`src/rtl/ccff_loader.sv`:
```
// Configuration-chain loader: streams bitstream words LSB-first into a serial
// flip-flop chain, or reads the chain back non-destructively by recirculating it.
module ccff_loader #(
    parameter int CHAIN_LEN = 64,
    parameter int WORD_W    = 8
) (
    input  logic              prog_clk,
    input  logic              pReset_n,
    input  logic              start,
    input  logic              readback,
    input  logic [WORD_W-1:0] s_data,
    input  logic              s_valid,
    output logic              s_ready,
    output logic              ccff_head,
    input  logic              ccff_tail,
    output logic              shift_en,
    output logic [WORD_W-1:0] rb_data,
    output logic              rb_valid,
    input  logic              rb_ready,
    output logic              busy,
    output logic              done
);
    localparam int CNT_W = $clog2(CHAIN_LEN + 1);
    localparam int BL_W  = $clog2(WORD_W + 1);
    localparam int SUM_W = 18;

    typedef enum logic [1:0] {
        ST_IDLE = 2'd0,
        ST_LOAD = 2'd1,
        ST_RB   = 2'd2,
        ST_FIN  = 2'd3
    } state_t;

    state_t            state_r;
    state_t            next_state_s;
    logic [CNT_W-1:0]  shift_cnt_r;
    logic [WORD_W-1:0] sreg_r;
    logic [BL_W-1:0]   bits_left_r;
    logic [WORD_W-1:0] coll_r;
    logic [WORD_W-1:0] coll_mask_r;
    logic [WORD_W-1:0] rb_data_r;
    logic              rb_valid_r;
    logic              busy_r;
    logic              done_r;

    logic              shift_en_s;
    logic              head_s;
    logic              s_ready_s;
    logic              accept_s;
    logic              last_shift_s;
    logic              cnt_full_s;
    logic              word_full_s;
    logic              rb_accept_s;
    logic [SUM_W-1:0]  sched_s;
    logic [SUM_W-1:0]  remain_s;
    logic [BL_W-1:0]   load_bits_s;
    logic [WORD_W-1:0] coll_next_s;

    // Shift enable, head data, handshake and word-length decode for the current cycle.
    always_comb begin
        shift_en_s  = 1'b0;
        head_s      = 1'b0;
        s_ready_s   = 1'b0;
        sched_s     = SUM_W'(shift_cnt_r) + SUM_W'(bits_left_r);
        remain_s    = SUM_W'(CHAIN_LEN) - sched_s;
        cnt_full_s  = (shift_cnt_r == CNT_W'(CHAIN_LEN));
        rb_accept_s = rb_valid_r & rb_ready;
        // The final word may be only partly needed; load just the bits the chain still lacks.
        if (remain_s >= SUM_W'(WORD_W)) begin
            load_bits_s = BL_W'(WORD_W);
        end else begin
            load_bits_s = remain_s[BL_W-1:0];
        end
        case (state_r)
            ST_LOAD: begin
                shift_en_s = (bits_left_r != BL_W'(0));
                head_s     = shift_en_s & sreg_r[0];
                s_ready_s  = ((bits_left_r == BL_W'(0)) ||
                              ((bits_left_r == BL_W'(1)) && shift_en_s)) &&
                             (sched_s < SUM_W'(CHAIN_LEN));
            end
            ST_RB: begin
                shift_en_s = !cnt_full_s && (!rb_valid_r || rb_ready);
                head_s     = ccff_tail;
            end
            default: begin
                shift_en_s = 1'b0;
                head_s     = 1'b0;
                s_ready_s  = 1'b0;
            end
        endcase
        accept_s     = s_ready_s & s_valid;
        last_shift_s = shift_en_s && (shift_cnt_r == CNT_W'(CHAIN_LEN - 1));
        coll_next_s  = ccff_tail ? (coll_r | coll_mask_r) : coll_r;
        word_full_s  = coll_mask_r[WORD_W-1] || last_shift_s;
    end

    // Operation sequencing.
    always_comb begin
        next_state_s = state_r;
        case (state_r)
            ST_IDLE: begin
                if (start) begin
                    next_state_s = readback ? ST_RB : ST_LOAD;
                end else begin
                    next_state_s = ST_IDLE;
                end
            end
            ST_LOAD: begin
                if (last_shift_s) begin
                    next_state_s = ST_FIN;
                end else begin
                    next_state_s = ST_LOAD;
                end
            end
            ST_RB: begin
                // Leave only once every shift is done and the last word has been taken.
                if (cnt_full_s && rb_accept_s) begin
                    next_state_s = ST_FIN;
                end else begin
                    next_state_s = ST_RB;
                end
            end
            ST_FIN:  next_state_s = ST_IDLE;
            default: next_state_s = ST_IDLE;
        endcase
    end

    // State, counters, load shift register and readback collector.
    always_ff @(posedge prog_clk) begin
        if (!pReset_n) begin
            state_r     <= ST_IDLE;
            busy_r      <= 1'b0;
            done_r      <= 1'b0;
            shift_cnt_r <= CNT_W'(0);
            sreg_r      <= WORD_W'(0);
            bits_left_r <= BL_W'(0);
            coll_r      <= WORD_W'(0);
            coll_mask_r <= WORD_W'(1);
            rb_data_r   <= WORD_W'(0);
            rb_valid_r  <= 1'b0;
        end else begin
            state_r <= next_state_s;
            busy_r  <= (next_state_s != ST_IDLE);
            done_r  <= (next_state_s == ST_FIN);
            case (state_r)
                ST_IDLE: begin
                    shift_cnt_r <= CNT_W'(0);
                    sreg_r      <= WORD_W'(0);
                    bits_left_r <= BL_W'(0);
                    coll_r      <= WORD_W'(0);
                    coll_mask_r <= WORD_W'(1);
                    rb_valid_r  <= 1'b0;
                end
                ST_LOAD: begin
                    if (shift_en_s) begin
                        shift_cnt_r <= shift_cnt_r + CNT_W'(1);
                    end
                    if (accept_s) begin
                        sreg_r      <= s_data;
                        bits_left_r <= load_bits_s;
                    end else if (shift_en_s) begin
                        sreg_r      <= sreg_r >> 1;
                        bits_left_r <= bits_left_r - BL_W'(1);
                    end
                end
                ST_RB: begin
                    if (shift_en_s) begin
                        shift_cnt_r <= shift_cnt_r + CNT_W'(1);
                        if (word_full_s) begin
                            rb_data_r   <= coll_next_s;
                            coll_r      <= WORD_W'(0);
                            coll_mask_r <= WORD_W'(1);
                        end else begin
                            coll_r      <= coll_next_s;
                            coll_mask_r <= coll_mask_r << 1;
                        end
                    end
                    if (shift_en_s && word_full_s) begin
                        rb_valid_r <= 1'b1;
                    end else if (rb_accept_s) begin
                        rb_valid_r <= 1'b0;
                    end
                end
                default: begin
                    rb_valid_r <= 1'b0;
                end
            endcase
        end
    end

    // Outputs are forced quiet while reset is held, before the first reset edge lands.
    assign s_ready   = pReset_n & s_ready_s;
    assign shift_en  = pReset_n & shift_en_s;
    assign ccff_head = pReset_n & head_s;
    assign rb_data   = pReset_n ? rb_data_r : WORD_W'(0);
    assign rb_valid  = pReset_n & rb_valid_r;
    assign busy      = pReset_n & busy_r;
    assign done      = pReset_n & done_r;

endmodule
```
`config.mk`:
```
export PLATFORM = sky130hd
export DESIGN_NAME = ccff_loader
export DESIGN_NICKNAME = d
export VERILOG_FILES = /design/src/rtl/ccff_loader.sv
export SDC_FILE = /design/constraint.sdc
export NUM_CORES = 1
export LEC_CHECK = 0
export ABC_AREA = 1
export CAP_MARGIN = 20
export CORE_ASPECT_RATIO = 1.1
export CORE_MARGIN = 5
export CORE_UTILIZATION = 40
export CTS_CLUSTER_DIAMETER = 100
export DETAILED_ROUTE_END_ITERATION = 10
export GPL_TIMING_DRIVEN = 0
export PLACE_DENSITY = 0.73
export SYNTH_ARGS = -nofsm -noshare
export SYNTH_HDL_FRONTEND = slang
export SYNTH_SLANG_ARGS = --single-unit
```
`constraint.sdc`:
```
create_clock -name prog_clk -period 2.2 [get_ports prog_clk]
set_input_delay 0.33 -clock prog_clk [delete_from_list [all_inputs] [get_ports prog_clk]]
set_output_delay 0.33 -clock prog_clk [all_outputs]
set_load 0.01 [all_outputs]
```
==> results.sh <==
export IMPL_synthArstFlopShare_pct=0
export IMPL_coreArea_sq_um=7470
export IMPL_placementRows=33
export IMPL_globalplace_congestion=0.791
export IMPL_io_buffer_count=27
export IMPL_actual_slew_at_the_worst_max_slew_pin_ps=503
export IMPL_final_hold_vios=0
export IMPL_failed_checks="negative setup slack"
export IMPL_total_number_of_nets_in_the_final_design=535
export IMPL_sequential_cell_area_sq_um=972
export IMPL_grt_total_usage_pct=15.7
export IMPL_ys_seq_area_share_pct=31.4
export IMPL_cts_htree_levels=2
export IMPL_timing_critical_path_slowest_cell_delay_ps=590
export IMPL_wl_per_cell_microns=12.0
export IMPL_hold_start="coll_mask_r[0]"
export IMPL_final_core_utilization_pct=52.2
export IMPL_hpwl_microns=5190
export IMPL_worst_path_dominant_cell_family="adder cells"
export IMPL_worst_r2r_startpoint="bits_left_r[0]"
export IMPL_numCtsBuffers=5
export IMPL_drc=0
export IMPL_postRouteAntennaNets=0
export IMPL_grt_setup_unrepaired="yes"
export IMPL_slew_violations=0
export IMPL_layout_worst_path_cycle_share_pct=120
export IMPL_maxCapViolations=0
export IMPL_clock_tree_buffer_depth=2
export IMPL_layout_drive_gt1_share_pct=24.3
export IMPL_ratio_of_routed_vias_to_standard_cells=4.76
export IMPL_areaGrowthSynthToFinish_pct=27.7
export IMPL_slowest_stage="sky130_fd_sc_hd__fa_2"
export IMPL_criticalPathCategory="register to output pin"
export IMPL_leakagePower_nw=1.84
export IMPL_yosys_cell_types_count=35
export IMPL_start_util_pct=40.9
export IMPL_drt_iter0_markers=118
export IMPL_cts_sinks=48
export IMPL_power_ir_vdd_worst_mv=0.306
export IMPL_synth_top_area_share_pct=31.4
export IMPL_worstHoldPathType="register to register"
export IMPL_grt_max_degree=16
export IMPL_synth_warning_count=0
export IMPL_dp_slack_ps=-663
export IMPL_synth_cells=449
export IMPL_clock_tree_from_tritoncts="yes"
export IMPL_max_fanout_on_critical_path=3
export IMPL_wl_microns=7310
export IMPL_ioPinCount=29
export IMPL_drt_first_pass_iters=4
export IMPL_setup_violations=14
export IMPL_cts_root_buffer_cell="sky130_fd_sc_hd__clkbuf_8"
export IMPL_critPathArrivalTime_ps=2300
export IMPL_regToRegSetupSlack_ps=-350
export IMPL_critPathLaunchType="register"
export IMPL_wire_length_of_the_first_global_routing_pass_microns=12400
export IMPL_multi_input_area_sq_um=1860
export IMPL_powerDensity_nw_per_um2=463
export IMPL_syn_area_per_cell_sq_um=6.81
export IMPL_n_fill_cell=734
export IMPL_synthTopCellsByArea="sky130_fd_sc_hd__dfxtp_1 (31%), sky130_fd_sc_hd__nand2_1 (13%), sky130_fd_sc_hd__inv_1 (8.0%)"
export IMPL_status="finished, violations left"
export IMPL_antenna_found_initial=0
export IMPL_crit_required_ps=1870
export IMPL_max_freq_ghz=0.380
export IMPL_synth_enable_flop_cells=0
export IMPL_worstSetupEndpointType="output pin"
export IMPL_grt_pass1_vias=2780
export IMPL_worstSkewPairLatency_ps=310
export IMPL_syn_std_cell_area_sq_um=3060
export IMPL_die_w_microns=93.4
export IMPL_finClkSkew_ps=12.8
export IMPL_post_route_min_period_ps=2630
export IMPL_crit_path_cell_trace="ha_4 -> inv_2 -> fa_2 -> ha_4 -> inv_2 -> nor2_4 -> nand3_2 -> nor2_2 -> nand2_2 -> nand3_2 -> nor2_1 -> buf_2"
export IMPL_hold_buffer_count_at_cts=0
export IMPL_die_h_microns=102
export IMPL_design_power_total_mw=1.81
export IMPL_synth_top_area_cell="sky130_fd_sc_hd__dfxtp_1"
export IMPL_slew_headroom_pct=66.4
export IMPL_grt_ovfl_total=0
export IMPL_diodes=0
export IMPL_worst_slack_ps=-430
export IMPL_cp_buffers_inverters=3
export IMPL_ys_top_cells_by_count="sky130_fd_sc_hd__nand2_1 (108), sky130_fd_sc_hd__inv_1 (65), sky130_fd_sc_hd__dfxtp_1 (48)"
export IMPL_worst_setup_hold_path_clk_slew_ps=100
export IMPL_synth_ff_latch_count=48
export IMPL_yosys_cell_count_top_type="sky130_fd_sc_hd__nand2_1"
export IMPL_dominantRegCellSynth="sky130_fd_sc_hd__dfxtp_1"
export IMPL_detailroute_via_count=2911
export IMPL_worst_setup_path_startpoint="bits_left_r[0]"
export IMPL_floorplan_die_area_sq_um=9490
export IMPL_postSynthNetCount=479
-- sequential cells by signal, indices dropped and copies added (netlist names) --
name	cells
bits_left_r	4
busy_r	1
coll_mask_r	8
coll_r	8
done_r	1
rb_data_r	8
rb_valid_r	1
shift_cnt_r	7
sreg_r	8
state_r	2
-- final timing paths --
check / endpoint / depth (start not counted)
min reg2reg: coll_mask_r[0] / 2
max reg2reg: sreg_r[5] / 16
min: coll_mask_r[0] / 2
max: s_ready / 12
-- what timing repair did --
action,CTS,global route
cloned,2,0
pin swaps,11,18
buffers inserted,11,9
setup endpoints to repair,26,44
gates resized for setup,28,29
-- stage by stage --
step                TNS (ps)  instances  hold WS (ps)  cell area, sq um
floorplan              -1870        449           452              3090
global placement      -10320        581           465              3490
detailed placement    -11100        581           472              3490
CTS                    -4760        602           485              3750
global route           -6350        611           512              3900
finish                 -4560        611           503              3900
-- per-layer routing --
| layer | routed length [microns] | up-vias | global-route usage [%] |
|---|---|---|---|
| li1 | - | 1529 | - |
| met1 | 3490 | 1336 | 20.4 |
| met2 | 3570 | 39 | 27.9 |
| met3 | 194 | 7 | 1.86 |
| met4 | 60 | 0 | 3.38 |
| met5 | 0 | - | 0 |
-- report_power, final --
group          internal (mW)  leakage [nW]  switching [mW]
Combinational          0.145          1.40           0.204
Clock                  0.256        0.0477           0.306
Sequential             0.886         0.392          0.0116
-- cells by family (layout without fill, tap and decap cells) --
kind of cell | after synthesis | count (layout) | share of synthesized area, %
AO/OA/AOI/OAI | 62 | 62 | 12.3
XOR/XNOR | 4 | 4 | 1.15
adder cells (fa/ha/maj) | 15 | 15 | 6.39
buffers and inverters | 85 | 142 | 12.3
flip-flops | 48 | 48 | 31.4
multiplexers | 4 | 4 | 1.31
AND/OR/NAND/NOR | 231 | 231 | 35.1
-- worst register-to-register path, cell delays in order, from the launching register on --
cell and delay, ps:
sky130_fd_sc_hd__dfxtp_4 380, sky130_fd_sc_hd__ha_4 130, sky130_fd_sc_hd__inv_2 30, sky130_fd_sc_hd__fa_2 590, sky130_fd_sc_hd__ha_4 150, sky130_fd_sc_hd__inv_2 40, sky130_fd_sc_hd__nor2_4 110, sky130_fd_sc_hd__nand3_2 90
sky130_fd_sc_hd__nor2_2 120, sky130_fd_sc_hd__nand2_2 70, sky130_fd_sc_hd__buf_6 120, sky130_fd_sc_hd__nand4_4 80, sky130_fd_sc_hd__nand2_2 90, sky130_fd_sc_hd__nand2_4 100, sky130_fd_sc_hd__buf_6 130, sky130_fd_sc_hd__nand3_1 80
sky130_fd_sc_hd__a21oi_2 160
-- area by class of cell --
type	count	area share (%)
multi-input combinational	316	47.7
sequential	48	24.9
timing repair buffer	49	11.4
inverter	69	6.63
buffer	16	3.53
tap	105	3.37
clock buffer	6	2.12
clock inverter	2	0.353
-- cells in the final DEF (no fill, tap or decap), types with 5 or more instances in the layout --
cell type	count
sky130_fd_sc_hd__nand2_1	102
sky130_fd_sc_hd__inv_1	61
sky130_fd_sc_hd__dfxtp_1	43
sky130_fd_sc_hd__nor2_1	40
sky130_fd_sc_hd__nand3_1	35
sky130_fd_sc_hd__a21oi_1	23
sky130_fd_sc_hd__clkdlybuf4s50_1	23
sky130_fd_sc_hd__buf_4	20
sky130_fd_sc_hd__o21ai_0	19
sky130_fd_sc_hd__nand2_2	17
sky130_fd_sc_hd__buf_6	12
sky130_fd_sc_hd__a21oi_2	10
sky130_fd_sc_hd__ha_1	10
sky130_fd_sc_hd__inv_2	8
sky130_fd_sc_hd__nand3_2	8
sky130_fd_sc_hd__clkbuf_8	7
sky130_fd_sc_hd__nor3_2	7
sky130_fd_sc_hd__nor2_4	5
sky130_fd_sc_hd__nor3_1	5
(Power assumes the default switching activity.)
